### config.mk
export PLATFORM = sky130hd
export DESIGN_NAME = fir_tdm
export DESIGN_NICKNAME = d
export VERILOG_FILES = /design/src/rtl/fir_tdm.sv
export SDC_FILE = /design/constraint.sdc
export NUM_CORES = 1
export LEC_CHECK = 0
export CELL_PAD_IN_SITES_DETAIL_PLACEMENT = 1
export CELL_PAD_IN_SITES_GLOBAL_PLACEMENT = 1
export CORE_ASPECT_RATIO = 0.6
export CORE_MARGIN = 2
export CORE_UTILIZATION = 55
export DETAILED_ROUTE_END_ITERATION = 7
export PLACE_DENSITY = 0.92
export SLEW_MARGIN = 20
export SYNTH_ARGS = -nofsm -noshare
export SYNTH_HDL_FRONTEND = slang
export SYNTH_SLANG_ARGS = --single-unit
export TNS_END_PERCENT = 5
### constraint.sdc
create_clock -name clk -period 29.5 [get_ports clk]
set_input_delay 4.425 -clock clk [delete_from_list [all_inputs] [get_ports clk]]
set_output_delay 4.425 -clock clk [all_outputs]
set_load 0.005 [all_outputs]
### src/rtl/fir_tdm.sv
// fir_tdm: time-multiplexed FIR filter. A single multiplier-accumulator walks
// the TAPS taps serially, one per clock, then rounds and saturates the result.
module fir_tdm #(
    parameter int unsigned DATA_W    = 16,
    parameter int unsigned COEF_W    = 16,
    parameter int unsigned TAPS      = 8,
    parameter int unsigned OUT_SHIFT = 14
) (
    input  logic                        clk,
    input  logic                        rst,
    input  logic                        in_valid,
    output logic                        in_ready,
    input  logic signed [DATA_W-1:0]    input_sample,
    input  logic                        coef_we,
    input  logic [$clog2(TAPS)-1:0]     coef_addr,
    input  logic signed [COEF_W-1:0]    coef_data,
    output logic signed [DATA_W-1:0]    output_sample,
    output logic                        out_valid
);

    localparam int unsigned AW    = $clog2(TAPS);
    localparam int unsigned PW    = DATA_W + COEF_W;
    localparam int unsigned ACC_W = PW + $clog2(TAPS);
    localparam int unsigned RW    = ACC_W + 1;

    localparam logic [AW-1:0]            LAST_IDX  = AW'(TAPS - 1);
    localparam logic [AW:0]              TAPS_W    = (AW + 1)'(TAPS);
    localparam logic signed [RW-1:0]     ROUND_ADD = RW'((2 ** OUT_SHIFT) / 2);
    localparam logic signed [COEF_W-1:0] COEF_ONE  = COEF_W'(2 ** OUT_SHIFT);
    localparam logic signed [RW-1:0]     SAT_MAX   = {{(RW - DATA_W + 1){1'b0}}, {(DATA_W - 1){1'b1}}};
    localparam logic signed [RW-1:0]     SAT_MIN   = {{(RW - DATA_W + 1){1'b1}}, {(DATA_W - 1){1'b0}}};

    localparam logic [0:0] S_IDLE = 1'b0;
    localparam logic [0:0] S_MAC  = 1'b1;

    logic [0:0]                r_state;
    logic signed [DATA_W-1:0]  r_x [TAPS];
    logic signed [COEF_W-1:0]  r_c [TAPS];
    logic signed [ACC_W-1:0]   r_acc;
    logic [AW-1:0]             r_idx;
    logic signed [DATA_W-1:0]  r_out;
    logic                      r_out_valid;

    logic [0:0]                w_state_next;
    logic                      w_accept;
    logic                      w_last;
    logic                      w_coef_wr;
    logic signed [PW-1:0]      w_prod;
    logic signed [ACC_W-1:0]   w_acc_next;
    logic signed [RW-1:0]      w_rsum;
    logic signed [RW-1:0]      w_rnd;
    logic signed [DATA_W-1:0]  w_sat;

    assign in_ready      = (r_state == S_IDLE) && !rst;
    assign output_sample = r_out;
    assign out_valid     = r_out_valid;

    // Coefficient writes land only while idle and for in-range addresses.
    assign w_coef_wr = in_ready && coef_we && ({1'b0, coef_addr} < TAPS_W);

    // State register.
    always_ff @(posedge clk) begin
        if (rst) begin
            r_state <= S_IDLE;
        end else begin
            r_state <= w_state_next;
        end
    end

    // Next-state: accept in IDLE, leave MAC after the last tap.
    always_comb begin
        w_state_next = r_state;
        w_accept     = 1'b0;
        w_last       = 1'b0;
        case (r_state)
            S_IDLE: begin
                if (in_valid) begin
                    w_accept     = 1'b1;
                    w_state_next = S_MAC;
                end
            end
            S_MAC: begin
                if (r_idx == LAST_IDX) begin
                    w_last       = 1'b1;
                    w_state_next = S_IDLE;
                end
            end
            default: w_state_next = S_IDLE;
        endcase
    end

    // MAC step plus round-half-up and saturation of the running sum.
    always_comb begin
        w_prod     = r_x[r_idx] * r_c[r_idx];
        w_acc_next = r_acc + {{(ACC_W - PW){w_prod[PW-1]}}, w_prod};
        w_rsum     = {w_acc_next[ACC_W-1], w_acc_next} + ROUND_ADD;
        w_rnd      = w_rsum >>> OUT_SHIFT;
        if (w_rnd > SAT_MAX) begin
            w_sat = SAT_MAX[DATA_W-1:0];
        end else if (w_rnd < SAT_MIN) begin
            w_sat = SAT_MIN[DATA_W-1:0];
        end else begin
            w_sat = w_rnd[DATA_W-1:0];
        end
    end

    // Datapath: delay line, coefficient bank, accumulator and output register.
    always_ff @(posedge clk) begin
        if (rst) begin
            for (int k = 0; k < int'(TAPS); k++) begin
                r_x[k] <= '0;
                r_c[k] <= (k == 0) ? COEF_ONE : '0;
            end
            r_acc       <= '0;
            r_idx       <= '0;
            r_out       <= '0;
            r_out_valid <= 1'b0;
        end else begin
            r_out_valid <= 1'b0;
            if (w_coef_wr) begin
                r_c[coef_addr] <= coef_data;
            end
            if (w_accept) begin
                for (int k = int'(TAPS) - 1; k > 0; k--) begin
                    r_x[k] <= r_x[k-1];
                end
                r_x[0] <= input_sample;
                r_acc  <= '0;
                r_idx  <= '0;
            end else if (r_state == S_MAC) begin
                r_acc <= w_acc_next;
                r_idx <= r_idx + AW'(1);
                if (w_last) begin
                    r_out       <= w_sat;
                    r_out_valid <= 1'b1;
                end
            end
        end
    end

endmodule

==> flow_metrics.py <==
metrics = {
    "critical_path": {
        "cp.depth": 38,
        "critPathRequiredTime_ps": 29900,
        "slowest_delay_ps": 890,
        "crit_slowest_cell": "mux2i_1",
        "end_kind": "flop",
        "r2r_end": "output_sample[5]",
        "r2r_slack_ps": 16290,
        "cp-start-kind": "flop",
        "reg2regPathDepth": 38,
        "path_buf_inv": 5,
        "crit_family": "compound AO/OA/AOI/OAI gates",
        "cp_data_arrival_time_ps": 13610,
        "critPathMostFrequentCell": "fa_1",
        "crit_fanout": 37,
        "critical_path_class": "flop to flop",
        "crit_end": "output_sample[5]",
    },
    "synth": {
        "synth_edf_count": 256,
        "synth_area_leaders": "edfxtp_1 30%, fa_1 20%, ha_1 5.9%, mux4_2 5.6%, inv_1 4.8%",
        "async_flop_share_pct": 0,
        "synth_fp_nets": 2799,
        "syn_inst": 2375,
        "synth_top_cell_area_share_pct": 29.68,
        "synth_ff_type": "edfxtp_1",
        "yosysSeqAreaShare_pct": 34.24,
        "syn_area_per_cell_sq_um": 10.91,
        "synth.distinct_cells": 87,
        "synth_area_leader_cell": "edfxtp_1",
        "synth_seq_cells": 315,
        "synth_common_cells": "329 x inv_1, 263 x fa_1, 256 x edfxtp_1, 197 x nor2_1, 187 x nand2_1",
        "ys_warn_count": 0,
        "yosysMostFrequentCell": "inv_1",
        "synth_area_sq_um": 25900,
    },
    "timing": {
        "final.setup.worst_slack_ps": 16290,
        "skew_ps": 37.88,
        "slew_headroom_pct": 22.53,
        "hold_viol": 0,
        "rsz0062_at_grt": "no",
        "final_max_slew_viol_count": 0,
        "worst_pin_slew_ps": 1130,
        "fin_setup_tns_ps": 0,
        "fin_crit_ps": 13210,
        "period_share_pct": 44.79,
        "finalSetupViolations": 0,
        "fmax_mhz": 75.69,
    },
    "detailed_routing": {
        "ant_nets": 0,
        "drc": 0,
        "wl_per_cell_microns": 27.36,
        "num_vias": 19497,
        "drt-initial-drc-count": 2255,
        "via_per_inst": 6.392,
        "drt_wl_total_microns": 83440,
        "first_pass_iters": 5,
    },
    "floorplan": {
        "rows": 61,
        "die_area_sq_um": 48900,
        "pin_count": 57,
        "die_y_microns": 172.1,
        "die_w_microns": 284.2,
        "core_area_sq_um": 46400,
        "start_util_pct": 55.81,
    },
    "layout": {
        "drive_above_1_share_pct": 10.00,
        "area_growth_pct": 9.208,
        "diodes": 0,
        "postLayoutCoreUtil_pct": 60.95,
        "fillers": 4859,
        "fin_nets": 2821,
        "finalNonFillerCells": 3050,
    },
    "hold_path": {
        "min_path_type": "flop to flop",
    },
    "place": {
        "place_hpwl_microns": 59920,
        "dp_slack_ps": 16730,
        "place.gp.congestion": 0.9860,
        "port_buffers": 56,
        "placed_cells": 2991,
    },
    "global_routing": {
        "grt.busiest_layer": "met2",
        "grt_pass1_wl_microns": 129000,
        "use_met2_pct": 58.21,
        "grt_pass1_vias": 21672,
        "grtUsageMet3_pct": 9.934,
        "grt_max_degree": 129,
        "grt_antenna_before_repair": 2,
        "use_met1_pct": 44.60,
        "grt_overflow_total": 0,
        "track_usage_pct": 35.19,
    },
    "clocking": {
        "path_clk_slew_ps": 60,
        "cts_setup_buffers": 0,
        "cts_buffer_depth": 3,
        "cts_tree": "built",
        "clock-root-buffer": "clkbuf_16",
        "cts.sinks": 315,
        "cts_made_buffers": 34,
        "clock_latency_ps": 570,
        "htreeDepth": 2,
        "cts_hold_buf": 0,
        "postCtsResizedCells": 0,
    },
    "job": {
        "maxCapViolations": 0,
    },
    "status": {
        "status": "finished, final reports clean",
    },
}
worst min-delay path, stage by stage, from the launching register on:
cell and delay (ps):
dfxtp_1 320, nand2_1 60, o211ai_2 60
logic make-up after synthesis:
kind of cell	share of synthesized area [%]
buffers and inverters	6.299
adders and majority gates	26.22
xor gates and xnor gates	2.700
DFF	34.24
muxes	7.879
AOI/OAI and AO/OA	6.884
and+or+nand+nor	15.77
registers in the layout, indices dropped and copies added, names as in the netlist, named ones only:
name and cells:
r_c 128, r_x 128, r_acc 35, output_sample 16, r_idx 3, out_valid 1, r_state 1
layout make-up:
class | instances | area (sq um) | share of cell area [%]
tap | 630 | 788.3 | 2.787
inverter | 330 | 1241 | 4.388
clock buffer | 39 | 882.1 | 3.119
multi-input combinational | 1630 | 15440 | 54.57
sequential | 315 | 8876 | 31.38
timing repair buffer | 86 | 783.3 | 2.769
clock inverter | 20 | 277.8 | 0.9820
worst min path at each step:
stage                 startpoint                end  slack (ps)  cells after the start
4_1_cts         output_sample[6]   output_sample[6]         490                      2
6_report        output_sample[6]   output_sample[6]         480                      2
3_3_place_gp    output_sample[6]   output_sample[6]         460                      2
5_1_grt         output_sample[4]   output_sample[4]         510                      2
2_1_floorplan  output_sample[14]  output_sample[14]         470                      2
3_5_place_dp   output_sample[13]  output_sample[13]         470                      2
cells in the final DEF, fill, tap and decap left out, types with 6 or more instances in the layout:
master,count
clkbuf_16,34
nand2b_1,21
clkdlybuf4s50_1,55
a21o_1,19
nor2_1,195
xor2_1,23
fa_1,263
mux2i_2,6
a21oi_1,91
nor3b_1,19
nand4_1,13
nand2_1,187
or2_2,12
o21ai_0,37
mux2i_1,28
edfxtp_1,256
nor3_1,21
inv_1,328
o21bai_1,8
o211ai_1,10
nand3_1,24
o21a_1,8
o21ai_1,6
buf_4,31
and2_1,132
xnor2_1,55
dfxtp_1,55
ha_1,122
mux4_2,64
and3_1,132
mux2_2,23
o211ai_2,8
metrics by stage:
| step | area, sq um | hold WS (ps) |
|---|---|---|
| global route | 28280 | 510.7 |
| CTS | 28260 | 486.3 |
| detailed placement | 27100 | 473.3 |
| global placement | 27100 | 462.2 |
| finish | 28280 | 481.9 |
| floorplan | 25900 | 467.1 |
routing by layer:
layer  share of wire [%]  vias up  wire (microns)
met3                  11      268            9207
met1                  38    10023           31510
li1                    -     8056               -
met5               0.028        -              23
met2                  48     1146           39670
met4                 3.6        4            3029
Power is left out: the tool's default activity adds up to more than one toggle a clock period on the data nets, which glitch-free logic cannot reach.
